--- config.mk ---
export PLATFORM = sky130hd
export DESIGN_NAME = writeback_unit_flat
export DESIGN_NICKNAME = d
export VERILOG_FILES = /design/src/rtl/wb_pkg.sv /design/src/rtl/writeback_unit_if.sv /design/src/rtl/wb_fifo.sv /design/src/rtl/writeback_unit.sv /design/src/flat_wrapper.sv
export SDC_FILE = /design/constraint.sdc
export NUM_CORES = 1
export LEC_CHECK = 0
export ABC_AREA = 1
export CAP_MARGIN = 20
export CORE_MARGIN = 2
export CORE_UTILIZATION = 35
export DETAILED_ROUTE_END_ITERATION = 7
export PLACE_DENSITY = 0.64
export SETUP_SLACK_MARGIN = 0.5
export SLEW_MARGIN = 20
export SYNTH_ARGS = -nofsm -noshare
export SYNTH_HDL_FRONTEND = slang
export SYNTH_SLANG_ARGS = --single-unit
--- constraint.sdc ---
create_clock -name clk -period 4 [get_ports clk]
set_input_delay 0.4 -clock clk [delete_from_list [all_inputs] [get_ports clk]]
set_output_delay 0.4 -clock clk [all_outputs]
set_load 0.005 [all_outputs]
--- src/rtl/wb_pkg.sv ---
// Shared types and helpers for the write-back stage: destination-file
// encodings, the buffered result record and the scoreboard tag mapping.
package wb_pkg;

  localparam logic [1:0] RW_NONE = 2'b00;
  localparam logic [1:0] RW_GPR  = 2'b01;
  localparam logic [1:0] RW_FPR  = 2'b10;

  localparam int unsigned WB_DATA_W = 32;

  // Default-width result record; the top re-declares it at its own DATA_W.
  typedef struct packed {
    logic [1:0]           rw;
    logic [4:0]           rd;
    logic [WB_DATA_W-1:0] data;
  } wb_req_t;

  // Which source drives the write bus on the next edge.
  typedef enum logic [1:0] {
    SRC_NONE,
    SRC_ALU,
    SRC_FIFO,
    SRC_LNG
  } wb_src_e;

  // Scoreboard tag: {is_fpr, index}.
  function automatic logic [5:0] tag_of(input logic [1:0] rw, input logic [4:0] rd);
    return {rw == RW_FPR, rd};
  endfunction

endpackage

--- src/rtl/writeback_unit_if.sv ---
// Bundle of issue, hazard, result-stream and write-bus signals between the
// pipeline and the write-back unit.
interface writeback_unit_if #(
  parameter int unsigned DATA_W     = 32,
  parameter int unsigned FIFO_DEPTH = 4
);
  localparam int unsigned CNT_W = $clog2(FIFO_DEPTH) + 1;

  // Issue and hazard query from decode
  logic              iss_valid;
  logic [1:0]        iss_rw;
  logic [4:0]        iss_rd;
  logic [5:0]        q_rs;
  logic              q_rs_en;
  logic [5:0]        q_rt;
  logic              q_rt_en;
  logic              stall;

  // Single-cycle result stream
  logic              alu_valid;
  logic [1:0]        alu_rw;
  logic [4:0]        alu_rd;
  logic [DATA_W-1:0] alu_data;

  // Multi-cycle result stream
  logic              lng_valid;
  logic              lng_ready;
  logic [1:0]        lng_rw;
  logic [4:0]        lng_rd;
  logic [DATA_W-1:0] lng_data;

  // Register-file write bus
  logic [1:0]        wb_rw;
  logic [4:0]        wb_rd;
  logic [DATA_W-1:0] wb_data;
  logic [CNT_W-1:0]  fifo_count;

  modport master (
    output iss_valid, iss_rw, iss_rd, q_rs, q_rs_en, q_rt, q_rt_en,
    output alu_valid, alu_rw, alu_rd, alu_data,
    output lng_valid, lng_rw, lng_rd, lng_data,
    input  stall, lng_ready, wb_rw, wb_rd, wb_data, fifo_count
  );

  modport slave (
    input  iss_valid, iss_rw, iss_rd, q_rs, q_rs_en, q_rt, q_rt_en,
    input  alu_valid, alu_rw, alu_rd, alu_data,
    input  lng_valid, lng_rw, lng_rd, lng_data,
    output stall, lng_ready, wb_rw, wb_rd, wb_data, fifo_count
  );

endinterface

--- src/rtl/wb_fifo.sv ---
// Small synchronous FIFO holding long results waiting for a write slot.
// Push and pop may happen together; a full FIFO still accepts a push when
// it pops on the same edge.
module wb_fifo
  import wb_pkg::*;
#(
  parameter type         T     = wb_req_t,
  parameter int unsigned DEPTH = 4,
  localparam int unsigned PTR_W = $clog2(DEPTH),
  localparam int unsigned CNT_W = PTR_W + 1
) (
  input  logic             clk,
  input  logic             rstn,
  input  logic             push,
  input  T                 push_data,
  input  logic             pop,
  output T                 head,
  output logic [CNT_W-1:0] count,
  output logic             full,
  output logic             empty
);

  T                 mem [DEPTH];
  logic [PTR_W-1:0] wr_ptr;
  logic [PTR_W-1:0] rd_ptr;
  logic             do_push;
  logic             do_pop;

  assign full    = (count == CNT_W'(DEPTH));
  assign empty   = (count == '0);
  assign do_pop  = pop & ~empty;
  assign do_push = push & (~full | do_pop);
  assign head    = mem[rd_ptr];

  // Storage array; contents are don't-care until written.
  always_ff @(posedge clk) begin
    if (do_push) mem[wr_ptr] <= push_data;
  end

  // Pointers wrap naturally since DEPTH is a power of two.
  always_ff @(posedge clk or negedge rstn) begin
    if (!rstn) begin
      wr_ptr <= '0;
      rd_ptr <= '0;
    end else begin
      if (do_push) wr_ptr <= wr_ptr + PTR_W'(1);
      if (do_pop)  rd_ptr <= rd_ptr + PTR_W'(1);
    end
  end

  // Occupancy; unchanged when push and pop coincide.
  always_ff @(posedge clk or negedge rstn) begin
    if (!rstn) begin
      count <= '0;
    end else begin
      case ({do_push, do_pop})
        2'b10:   count <= count + CNT_W'(1);
        2'b01:   count <= count - CNT_W'(1);
        default: count <= count;
      endcase
    end
  end

endmodule

--- src/rtl/writeback_unit.sv ---
// Write-back stage: merges the ALU and long-result streams into one register
// write per cycle, buffers displaced long results, and keeps the busy
// scoreboard that drives the decode stall.
module writeback_unit
  import wb_pkg::*;
#(
  parameter int unsigned DATA_W     = 32,
  parameter int unsigned FIFO_DEPTH = 4
) (
  input logic             clk,
  input logic             rstn,
  writeback_unit_if.slave bus
);

  localparam int unsigned CNT_W = $clog2(FIFO_DEPTH) + 1;

  typedef struct packed {
    logic [1:0]        rw;
    logic [4:0]        rd;
    logic [DATA_W-1:0] data;
  } req_t;

  logic [63:0]      busy;
  logic [63:0]      busy_nxt;
  logic [5:0]       iss_tag;
  logic [5:0]       sel_tag;
  logic             iss_set;
  logic             alu_keep;
  logic             lng_fire;
  logic             lng_keep;
  req_t             alu_req;
  req_t             lng_req;
  req_t             fifo_head;
  req_t             sel;
  req_t             wb_q;
  wb_src_e          src;
  logic             fifo_push;
  logic             fifo_pop;
  logic             fifo_full;
  logic             fifo_empty;
  logic [CNT_W-1:0] fifo_count;

  assign alu_req = '{rw: bus.alu_rw, rd: bus.alu_rd, data: bus.alu_data};
  assign lng_req = '{rw: bus.lng_rw, rd: bus.lng_rd, data: bus.lng_data};

  // Ready is based on registered occupancy only, so a full FIFO refuses
  // even on a cycle in which it pops.
  assign lng_fire = bus.lng_valid & ~fifo_full;
  // Results without a destination are accepted but go nowhere.
  assign lng_keep = lng_fire & (bus.lng_rw != RW_NONE);
  assign alu_keep = bus.alu_valid & (bus.alu_rw != RW_NONE);

  assign iss_tag = tag_of(bus.iss_rw, bus.iss_rd);
  assign sel_tag = tag_of(sel.rw, sel.rd);
  // r0 is hardwired, so it never becomes busy.
  assign iss_set = bus.iss_valid & (bus.iss_rw != RW_NONE) & (iss_tag != '0);

  // Hazard: either source pending, or the destination already pending (WAW).
  always_comb begin
    bus.stall = (bus.q_rs_en & busy[bus.q_rs])
              | (bus.q_rt_en & busy[bus.q_rt])
              | ((bus.iss_rw != RW_NONE) & busy[iss_tag]);
  end

  // Fixed-priority source selection: ALU, then queued long, then bypass.
  always_comb begin
    src       = SRC_NONE;
    sel       = '0;
    fifo_push = 1'b0;
    fifo_pop  = 1'b0;
    if (alu_keep) begin
      src       = SRC_ALU;
      sel       = alu_req;
      fifo_push = lng_keep;
    end else if (!fifo_empty) begin
      src       = SRC_FIFO;
      sel       = fifo_head;
      fifo_pop  = 1'b1;
      fifo_push = lng_keep;
    end else if (lng_keep) begin
      src       = SRC_LNG;
      sel       = lng_req;
    end
  end

  // Scoreboard next state; the set is applied last so it wins a collision.
  always_comb begin
    busy_nxt = busy;
    if (src != SRC_NONE) busy_nxt[sel_tag] = 1'b0;
    if (iss_set)         busy_nxt[iss_tag] = 1'b1;
  end

  // Scoreboard register.
  always_ff @(posedge clk or negedge rstn) begin
    if (!rstn) busy <= '0;
    else       busy <= busy_nxt;
  end

  // Registered write bus; index and data hold when no write is issued.
  always_ff @(posedge clk or negedge rstn) begin
    if (!rstn) begin
      wb_q <= '0;
    end else if (src != SRC_NONE) begin
      wb_q <= sel;
    end else begin
      wb_q.rw <= RW_NONE;
    end
  end

  wb_fifo #(
    .T     (req_t),
    .DEPTH (FIFO_DEPTH)
  ) u_fifo (
    .clk       (clk),
    .rstn      (rstn),
    .push      (fifo_push),
    .push_data (lng_req),
    .pop       (fifo_pop),
    .head      (fifo_head),
    .count     (fifo_count),
    .full      (fifo_full),
    .empty     (fifo_empty)
  );

  assign bus.lng_ready  = ~fifo_full;
  assign bus.fifo_count = fifo_count;
  assign bus.wb_rw      = wb_q.rw;
  assign bus.wb_rd      = wb_q.rd;
  assign bus.wb_data    = wb_q.data;

endmodule

--- src/flat_wrapper.sv ---
// flat-port wrapper written by rule: the top's interface ports become plain ports
module writeback_unit_flat import wb_pkg::*;
#(
  parameter int unsigned DATA_W     = 32,
  parameter int unsigned FIFO_DEPTH = 4
)
  (clk, rstn, bus_iss_valid, bus_iss_rw, bus_iss_rd, bus_q_rs, bus_q_rs_en, bus_q_rt, bus_q_rt_en, bus_alu_valid, bus_alu_rw, bus_alu_rd, bus_alu_data, bus_lng_valid, bus_lng_rw, bus_lng_rd, bus_lng_data, bus_stall, bus_lng_ready, bus_wb_rw, bus_wb_rd, bus_wb_data, bus_fifo_count);
  writeback_unit_if #(.DATA_W(DATA_W), .FIFO_DEPTH(FIFO_DEPTH)) bus_i ();
  input logic clk;
  input logic rstn;
  input wire logic [$bits(bus_i.iss_valid)-1:0] bus_iss_valid;
  input wire logic [$bits(bus_i.iss_rw)-1:0] bus_iss_rw;
  input wire logic [$bits(bus_i.iss_rd)-1:0] bus_iss_rd;
  input wire logic [$bits(bus_i.q_rs)-1:0] bus_q_rs;
  input wire logic [$bits(bus_i.q_rs_en)-1:0] bus_q_rs_en;
  input wire logic [$bits(bus_i.q_rt)-1:0] bus_q_rt;
  input wire logic [$bits(bus_i.q_rt_en)-1:0] bus_q_rt_en;
  input wire logic [$bits(bus_i.alu_valid)-1:0] bus_alu_valid;
  input wire logic [$bits(bus_i.alu_rw)-1:0] bus_alu_rw;
  input wire logic [$bits(bus_i.alu_rd)-1:0] bus_alu_rd;
  input wire logic [$bits(bus_i.alu_data)-1:0] bus_alu_data;
  input wire logic [$bits(bus_i.lng_valid)-1:0] bus_lng_valid;
  input wire logic [$bits(bus_i.lng_rw)-1:0] bus_lng_rw;
  input wire logic [$bits(bus_i.lng_rd)-1:0] bus_lng_rd;
  input wire logic [$bits(bus_i.lng_data)-1:0] bus_lng_data;
  output wire logic [$bits(bus_i.stall)-1:0] bus_stall;
  output wire logic [$bits(bus_i.lng_ready)-1:0] bus_lng_ready;
  output wire logic [$bits(bus_i.wb_rw)-1:0] bus_wb_rw;
  output wire logic [$bits(bus_i.wb_rd)-1:0] bus_wb_rd;
  output wire logic [$bits(bus_i.wb_data)-1:0] bus_wb_data;
  output wire logic [$bits(bus_i.fifo_count)-1:0] bus_fifo_count;
  assign bus_i.iss_valid = bus_iss_valid;
  assign bus_i.iss_rw = bus_iss_rw;
  assign bus_i.iss_rd = bus_iss_rd;
  assign bus_i.q_rs = bus_q_rs;
  assign bus_i.q_rs_en = bus_q_rs_en;
  assign bus_i.q_rt = bus_q_rt;
  assign bus_i.q_rt_en = bus_q_rt_en;
  assign bus_i.alu_valid = bus_alu_valid;
  assign bus_i.alu_rw = bus_alu_rw;
  assign bus_i.alu_rd = bus_alu_rd;
  assign bus_i.alu_data = bus_alu_data;
  assign bus_i.lng_valid = bus_lng_valid;
  assign bus_i.lng_rw = bus_lng_rw;
  assign bus_i.lng_rd = bus_lng_rd;
  assign bus_i.lng_data = bus_lng_data;
  assign bus_stall = bus_i.stall;
  assign bus_lng_ready = bus_i.lng_ready;
  assign bus_wb_rw = bus_i.wb_rw;
  assign bus_wb_rd = bus_i.wb_rd;
  assign bus_wb_data = bus_i.wb_data;
  assign bus_fifo_count = bus_i.fifo_count;
  writeback_unit #(.DATA_W(DATA_W), .FIFO_DEPTH(FIFO_DEPTH)) u_core (.clk(clk), .rstn(rstn), .bus(bus_i));
endmodule
Yosys cells after proc, flatten, opt, wreduce, memory -nomap -nowiden
Memory sizes are Yosys's and may differ from the RTL's.
Index checks and enable logic that the tools add are counted.
W data, S select, Z words.

storage, ports and cells
  output and inout port bits = 44
  RAM bits = 156
  memories = 1
  register bits = 110
  logic and storage cells = 76
  input port bits = 104

memories
  memory             depth  width  rd ports  clocked after memory_dff  wr ports  RTL line       RTL
  u_core.u_fifo.mem  4      39     1         0                         1         wb_fifo.sv:23  T mem [DEPTH];

cells by class
  equality and inequality tests = 5
  bitwise operators = 18
  reductions and logical operators = 9
  add/sub/neg operators = 4
  $lt $le $gt $ge = 6
  muxes and demuxes = 26

operators by type and width
  operator               number
  $mux W64               2
  $mux W39               3
  $and A64 B64 Y64       1
  $not A64 Y64           1
  $or A64 B64 Y64        1
  $lt A6 B7 Y1 const B   4
  $bmux W1 S6            3
  $demux W1 S6           2
  $ge A6 B1 Y1 const B   2
  $mux W1                11
  $and A1 B1 Y1          10
  $reduce_bool A2 Y1     5
  $mux W2                4
  $eq A2 B2 Y1 const B   3
  $pmux W3 S2            1
  $reduce_bool A6 Y1     1
  $add A2 B1 Y2 const B  2
  $add A3 B1 Y3 const B  1
  $eq A3 B3 Y1 const B   1
  $logic_not A3 Y1       1
  $or A1 B1 Y1           3
  $sub A3 B1 Y3 const B  1
  $eq A2 B1 Y1 const B   1
  $logic_and A1 B1 Y1    2
  $not A1 Y1             2

Longest topological paths before layout
Gate-level depths: netlist (run 1).

  depth after elaboration = 17
  depth in mapped cells = 14
  depth with buffers taken out = 13

Modules after synthesis
A second synthesis (run 1) with hierarchy kept.

second synthesis, totals
  cells, all modules = 1,458
  area, all modules = 12,951.2 µm²

modules (own cells, without submodules)
  module          times used  cells each  seq. area each (µm²)  area each (µm²)
  writeback_unit  1           1,025       2,577.5               6,705.2
  wb_fifo         1           433         4,859.7               6,246.0

Worst setup path before layout (run 1)
OpenSTA, ideal clock, no wires.

  path kind = input to register
  start = input port bus_alu_rw[0]
  end = memory u_core.u_fifo.mem[0][0] in the netlist's numbering (enable)
  path buffers = 2
  setup time = 435 ps
  setup slack = 807 ps
  required time = 3,565 ps
  arrival = 2,758 ps
  cell stages on the path = 6
  cells stage by stage = o21ai_4 inv_2 buf_2 buf_2 o21ai_2 nor2_1

between the ends
  longest elaborated chain between the ends = 8
  elaborated cells between the ends (all ways) = 9
  classes of those cells = 4 x mux; 4 x bitwise; 1 x reduce/logical

ends and longest elaborated chain
  what                             RTL line              RTL
  start, declared                  flat_wrapper.sv:19    input wire logic [$bits(bus_i.alu_rw)-1:0] bus_alu_rw;
  $reduce_bool A2 Y1 *             writeback_unit.sv:51  assign alu_keep = bus.alu_valid & (bus.alu_rw != RW_NONE);
  $and A1 B1 Y1 *                  writeback_unit.sv:51
  $mux W1                          writeback_unit.sv:71  if (alu_keep) begin
  $and A1 B1 Y1                    wb_fifo.sv:31         assign do_pop = pop & ~empty;
  $or A1 B1 Y1                     wb_fifo.sv:32         assign do_push = push & (~full | do_pop);
  $and A1 B1 Y1 *                  wb_fifo.sv:32
  $mux W1 *                        wb_fifo.sv:37         if (do_push) mem[wr_ptr] <= push_data;
  $mux W1 (implied by the code) *  wb_fifo.sv:37
  end, declared                    wb_fifo.sv:23

Every way passes the cells marked *; elsewhere a longest branch is shown, timed or not.

Worst setup path after layout (run 1)
  start = input port bus_iss_rd[3]
  end = output port bus_stall

between the ends
  longest elaborated chain between the ends = 4

ends and longest elaborated chain
  what                           RTL line              RTL
  start, declared                flat_wrapper.sv:13    input wire logic [$bits(bus_i.iss_rd)-1:0] bus_iss_rd;
  $bmux W1 S6                    writeback_unit.sv:62  | ((bus.iss_rw != RW_NONE) & busy[iss_tag]);
  $mux W1 (implied by the code)  writeback_unit.sv:62
  $and A1 B1 Y1                  writeback_unit.sv:62
  $or A1 B1 Y1                   writeback_unit.sv:62
  end, declared                  flat_wrapper.sv:26    output wire logic [$bits(bus_i.stall)-1:0] bus_stall;

Every way passes these cells. The select of a mux whose other input is x is not followed.

==> results of run 1 <==
logic make-up (layout without fill, tap and decap cells):
logic type / Yosys count / after routing / synth area share
buffers and inverters: 172 / 335 / 0.0516
XOR/XNOR: 5 / 5 / 0.00325
AO/OA/AOI/OAI: 207 / 207 / 0.0793
other: 0 / 3 / 0
adder cells (fa/ha/maj): 6 / 6 / 0.00612
flip-flops: 266 / 266 / 0.551
AND/OR/NAND/NOR: 964 / 964 / 0.308
through the flow:
stage          setup WS (ns)  total power (uW)  hold slack [ns]  area [um^2]
6_report               0.780             10400            0.412        16600
5_1_grt                0.653             11100            0.411        16600
3_5_place_dp           0.802              7900            0.465        15600
2_1_floorplan          0.807              6300            0.104        13500
4_1_cts                0.798             10500            0.396        16600
3_3_place_gp           0.856              7830            0.465        15600
tightest hold or removal path: stages:
cell             delay, ns
clkdlybuf4s50_1       0.45
a21oi_1               0.05
nand2_1               0.05
per-layer routing:
metal,GRT usage,wire length (um),vias up
met5,0,77,-
met4,0.0571,925,10
met3,0.0452,3230,89
met2,0.319,18800,383
met1,0.268,17600,5552
li1,-,-,5643
cells in the mapped netlist, drive strengths merged:
cell type    n  share of area
dfrtp      110           0.20
nor2        42          0.019
nand2      695           0.19
fa           1         0.0015
clkbuf      38          0.011
xor2         4         0.0026
edfxtp     156           0.35
nor3        14         0.0067
o21ai       92          0.036
nand3b       3         0.0017
nand3      202          0.079
o211ai       2         0.0015
nand4        3         0.0014
ha           5         0.0046
or2          1        0.00046
clkinv       5         0.0014
inv         89          0.025
a21oi      112          0.042
nor4         4         0.0063
xnor2        1        0.00065
o22ai        1        0.00046
buf         40          0.014
sequential cells by signal (all words and copies together) (netlist names):
register              cells
u_core.u_fifo.count       3
u_core.u_fifo.wr_ptr      2
u_core.bus.wb_data       32
u_core.u_fifo.mem       156
u_core.bus.wb_rw          2
u_core.bus.wb_rd          5
u_core.u_fifo.rd_ptr      2
u_core.busy              64
cells in the final DEF (no fill, tap or decap), drive strengths merged:
| cell | n |
|---|---|
| clkinv | 16 |
| ha | 5 |
| buf | 42 |
| o21ai | 92 |
| dfrtp | 110 |
| dlygate4sd3 | 1 |
| clkinvlp | 6 |
| nand3b | 3 |
| nor2 | 42 |
| clkdlybuf4s50 | 146 |
| fa | 1 |
| inv | 90 |
| o22ai | 1 |
| nand3 | 202 |
| a21oi | 112 |
| nor3 | 14 |
| nor4 | 4 |
| xor2 | 4 |
| xnor2 | 1 |
| o211ai | 2 |
| or2 | 1 |
| bufinv | 1 |
| edfxtp | 156 |
| clkbuf | 33 |
| nand2 | 695 |
| nand4 | 3 |
| diode | 3 |
final cells by class:
cell class,count,area (um^2),share of cell area
repair buffers,189,1800,0.109
well taps,511,639,0.0386
inverters,94,360,0.0217
clock inverters,19,180,0.0109
multi-input cells,1182,5390,0.325
diodes,3,7.51,0.000453
clock buffers,33,749,0.0452
flip-flops and latches,266,7440,0.449
timing repair:
action	4_1_cts	5_1_grt
hold buffers	1	0
endpoints found under the hold margin	59	0
gates resized for setup	0	0
worst min path at each step:
stage	slack (ns)	cells after the start	endpoint
finish	0.41	3	u_core.bus.wb_data[22]
global route	0.41	3	u_core.bus.wb_data[22]
CTS	0.40	3	u_core.bus.wb_data[20]
detailed placement	0.46	2	u_core.bus.wb_data[0]
global placement	0.46	2	u_core.bus.wb_data[12]
floorplan	0.10	0	u_core.bus.wb_data[0]
where the power goes:
part / switching [uW] / leakage, uW / total [uW] / internal, uW
sequential: 649 / 0.00282 / 4260 / 3610
clock: 1150 / 0.000439 / 2580 / 1430
combinational: 2200 / 0.00373 / 3600 / 1400
==> results by group, run 1 <==
Outcome
  – Outcome: finished clean

Route
  – DRT iter0 DRCs: 1086
  – Final ANT Viol Nets: 0
  – DR vias: 11677
  – Drt pass-1 iters: 5
  – Wire per inst: around 18 um
  – Detailed Route WL: 40600 um
  – DR DRC count: 0
  – Vias per cell: 5.08

Worst setup path
  – CP Class: input port to primary output
  – Cell breakdown of the critical path: clkdlybuf4s50_1 > inv_1 > nor3_2 > buf_4 > nand2_1 > nand2_1 > nor2_1 > nand2_1 > nand2_1 > nand3_1 > clkdlybuf4s50_1
  – Crit path launch: bus_iss_rd[3]
  – Worst reg2reg setup slack: 1.28 ns
  – R2r endpoint: u_core.busy[35]
  – CP max FO: 9
  – Reg2Reg Depth: 11
  – Crit path max-delay cell type: clkdlybuf4s50_1
  – Delay-heaviest family, CP: buffers and inverters
  – CP most frequent cell: nand2_1
  – Worst path depth: 11
  – Crit path required time: 3.60 ns
  – Crit start category: input port
  – Worst setup endpoint: bus_stall
  – FF-to-FF Start: u_core.u_fifo.rd_ptr[1]
  – CP max stage delay: 0.74 ns
  – Nature of the critical path endpoint: primary output
  – Crit path arrival time: about 2.8 ns
  – Crit path buffers/inverters: 4

Yosys
  – Syn Nets: 1730
  – Register area share after synthesis: 0.551
  – Ys Warns: 0
  – Yosys cell types: 38
  – Instance count of the mapped netlist: between 1500 and 2000
  – Synth Register Bits: between 200 and 300
  – Mean post-synth cell area: between 8 and 9 um^2
  – Cell Area, Synth: approximately 0.013 mm^2

Placed design
  – Post-DP HPWL: 27900 um
  – I/O Buffers: 147
  – Final RePlAce weighted congestion: 0.915
  – Placed cells: roughly 2200

Floorplan
  – Die width: 200 um
  – Die Y: about 200 um
  – Die area: 0.0401 mm^2
  – Initial core utilization: 0.356
  – Core Area: 0.0378 mm^2
  – Cell row count: 71
  – I/O pin cnt: 148

Timing
  – Final Slew Violations: 0
  – Final Setup Violations: 0
  – Layout Skew: ~0.043 ns
  – Achievable frequency: 311 MHz
  – Worst slew pin tran: 0.801 ns
  – Period utilisation layout: 0.805
  – Min cycle time layout: 3.22 ns
  – Final hold vios: 0
  – Max-slew headroom: 0.463
  – Setup_tns: 0 ns
  – RSZ-0062 raised after global routing: no

Clocking
  – Clock Root Buffer: clkbuf_16
  – Reg clk slew, reported paths: 0.07 ns
  – Clock Latency Late Sink: 0.57 ns
  – Clock net sink count: 266
  – TritonCTS clock tree: done
  – CTS H-tree depth: 1
  – CTS Buf Count: 28
  – Clock Tree Buf Depth: 3
  – Setup bufs post-CTS: 0

Pwr
  – Maximum vdd ir drop: roughly 460 uV
  – Static Leakage: ~0.0070 uW
  – Pwr Density: ~630 mW/mm^2

Cells and area
  – Number of fill cells: 3725
  – Fraction of layout cells with a size suffix above 1: 0.0852
  – Final net count: 1871
  – Non-filler instance count after layout: ~2300
  – Core Util, Final: 0.438
  – Layout area overhead: 22.8%

Global route
  – Initial antenna violation count: 8
  – Gr ovfl total: 0
  – Global-route wire length before repair: 63900 um
  – Vias in the first global route: 11289
  – Largest net degree at the start of global routing: 74
  – All-layer global routing usage: 0.198

Worst hold path
  – Hold Path Class: input port to flop
  – Hold path startpoint: bus_alu_data[22]

Job
  – MaxCap Viol Count: 0
Power figures use the tool's default switching activity.
==> inputs of run 2 (changes only) <==
Clock period 4 ns to 3.2 ns, I/O delays scaled along.
==> run 2 against run 1 <==
Against the previous run: non-clock buffer count grew 14; largest power group unchanged; sequential share of layout area down 0.75 points; register-to-register slack got worse by 0.37 ns; cell area increased by 1.7%; sequential power grew 24%; critical path depth is 1 lower; clock skew down 0.027 ns.
==> results by group, run 2 (synthesized netlist as in run 1, its figures left out) <==
Floorplan
  – Die area: 0.0401 mm^2
  – Die Y: 200 um
  – Initial core utilization: 0.356
  – Die width: 200 um
  – Core Area: about 0.038 mm^2
  – I/O pin cnt: between 100 and 150
  – Cell row count: between 70 and 80

Worst setup path
  – Cell breakdown of the critical path: clkdlybuf4s50_1 > inv_1 > nor3_1 > nand2_1 > nand2_1 > nor2_1 > nand2_1 > nand2_1 > nand3_1 > clkdlybuf4s50_1
  – CP max FO: 6
  – Crit path max-delay cell type: clkdlybuf4s50_1
  – Crit path arrival time: between 2 and 2.5 ns
  – CP max stage delay: ~0.56 ns
  – Nature of the critical path endpoint: primary output
  – Crit start category: input port
  – Crit path buffers/inverters: 3
  – CP most frequent cell: nand2_1
  – Delay-heaviest family, CP: buffers and inverters
  – CP Class: input port to primary output
  – Crit path required time: between 2 and 3 ns

Global route
  – Largest net degree at the start of global routing: 71
  – Gr ovfl total: 0
  – Global-route wire length before repair: between 60000 and 70000 um
  – Initial antenna violation count: 7
  – All-layer global routing usage: 0.192
  – Vias in the first global route: 11252

Cells and area
  – Non-filler instance count after layout: 2311
  – Sequential cell area: roughly 0.0074 mm^2
  – Number of fill cells: 3726
  – Layout area overhead: 25.0%
  – Multi-input gate area: 0.00542 mm^2
  – Most frequent cells in the layout: nand2_1 (691), nand3_1 (195), edfxtp_1 (156)
  – Final net count: 1884
  – Max reg flops: 156
  – Reg with most FFs: u_core.u_fifo.mem
  – Commonest non-fill, non-tap cell in the layout: nand2_1
  – Fraction of layout cells with a size suffix above 1: 0.0958
  – Fin area: 0.0169 mm^2

Timing
  – Min cycle time layout: between 2 and 3 ns
  – Achievable frequency: 368 MHz
  – Setup_tns: 0 ns
  – Final Setup Violations: 0
  – Max-slew headroom: 0.479
  – Period utilisation layout: 0.849
  – Layout Skew: 0.0163 ns
  – Final hold vios: 0
  – Worst slew pin tran: 0.781 ns
  – RSZ-0062 raised after global routing: yes
  – Worst Setup Slack, final: 0.483 ns
  – Final Slew Violations: 0

Clocking
  – TritonCTS clock tree: done
  – Clock Latency Late Sink: 0.55 ns
  – Clock Root Buffer: clkbuf_16
  – Clock net sink count: 266
  – Clock Tree Buf Depth: 3
  – CTS Buf Count: 27
  – CTS H-tree depth: 1
  – Reg clk slew, reported paths: 0.07 ns

Route
  – Vias per cell: 5.08
  – DRT iter0 DRCs: 843
  – Detailed Route WL: around 40000 um
  – DR vias: 11729
  – Wire per inst: ~17 um
  – Drt pass-1 iters: 5
  – Final ANT Viol Nets: 0
  – DR DRC count: 0

Placed design
  – Setup WS pre-CTS: about 0.42 ns
  – Post-DP HPWL: 26900 um
  – Final RePlAce weighted congestion: 0.876
  – Placed cells: 2245
  – Placed cell areas: 0.0157 mm^2
  – I/O Buffers: 147

Pwr
  – Maximum vdd ir drop: approximately 520 uV
  – Design Power: 13300 uW
  – Pwr Density: 786 mW/mm^2
  – Static Leakage: 0.00713 uW

Worst hold path
  – Hold Path Class: input port to flop

Job
  – MaxCap Viol Count: 0

Outcome
  – Outcome: finished clean
run 2: cell count changes in the layout (fill, tap and decap cells not counted), sizes merged:
cell	delta
clkinvlp	-2
bufinv	+4
inv	+1
buf	+13
diode	+2
clkdlybuf4s50	-2
dlymetal6s2s	+2
clkinv	-4
run 2: timing repair:
action	CTS	global route
setup endpoints to repair	1	52
buffers inserted	3	6
gates resized for setup	9	19
pin swaps	0	1
endpoints found under the hold margin	52	0
hold buffers	1	0
cloned	0	1
run 2: worst register-to-register path, delay by kind of cell, from the launching register on:
family | cells | cell delay, ns
and+or+nand+nor | 9 | 0.98
AOI/OAI and AO/OA | 1 | 0.28
buffers and inverters | 1 | 0.20
DFF | 1 | 0.69
run 2: report_power, final:
group	switching, uW	internal (uW)
Sequential	763	4520
Combinational	2790	1820
Clock	1370	1990
run 2: through the flow:
step                hold slack (ns)  utilization
floorplan                    0.0244            -
global placement              0.444        0.414
detailed placement            0.454        0.414
CTS                           0.339        0.441
global route                  0.344        0.445
finish                        0.325        0.445
run 2: path summary, 6_finish.rpt:
path	startpoint	to	slack, ns	cells past startpoint
hold / removal	bus_iss_rd[0]	u_core.busy[7]	0.32	4
setup reg to reg	u_core.u_fifo.rd_ptr[0]	u_core.busy[45]	0.91	11
min in group asynchronous	rstn	u_core.busy[55]	0.39	2
hold reg to reg	u_core.bus.wb_data[21]	u_core.bus.wb_data[21]	0.48	2
setup / recovery	bus_iss_rd[4]	bus_stall	0.48	10
max in group asynchronous	rstn	u_core.u_fifo.rd_ptr[0]	1.99	3
run 2: per-layer routing:
layer | GRT usage | vias up | share of wire
met5 | 0 | - | 0.0012
met4 | 0.0524 | 6 | 0.024
met3 | 0.0399 | 69 | 0.086
met2 | 0.310 | 449 | 0.46
met1 | 0.262 | 5537 | 0.43
li1 | - | 5668 | -
run 2: area by class of cell:
class	count	area share
well taps	511	0.0379
flip-flops and latches	266	0.442
diodes	5	0.000742
clock buffers	32	0.0418
inverters	94	0.0216
clock inverters	18	0.0141
repair buffers	203	0.120
multi-input cells	1182	0.322
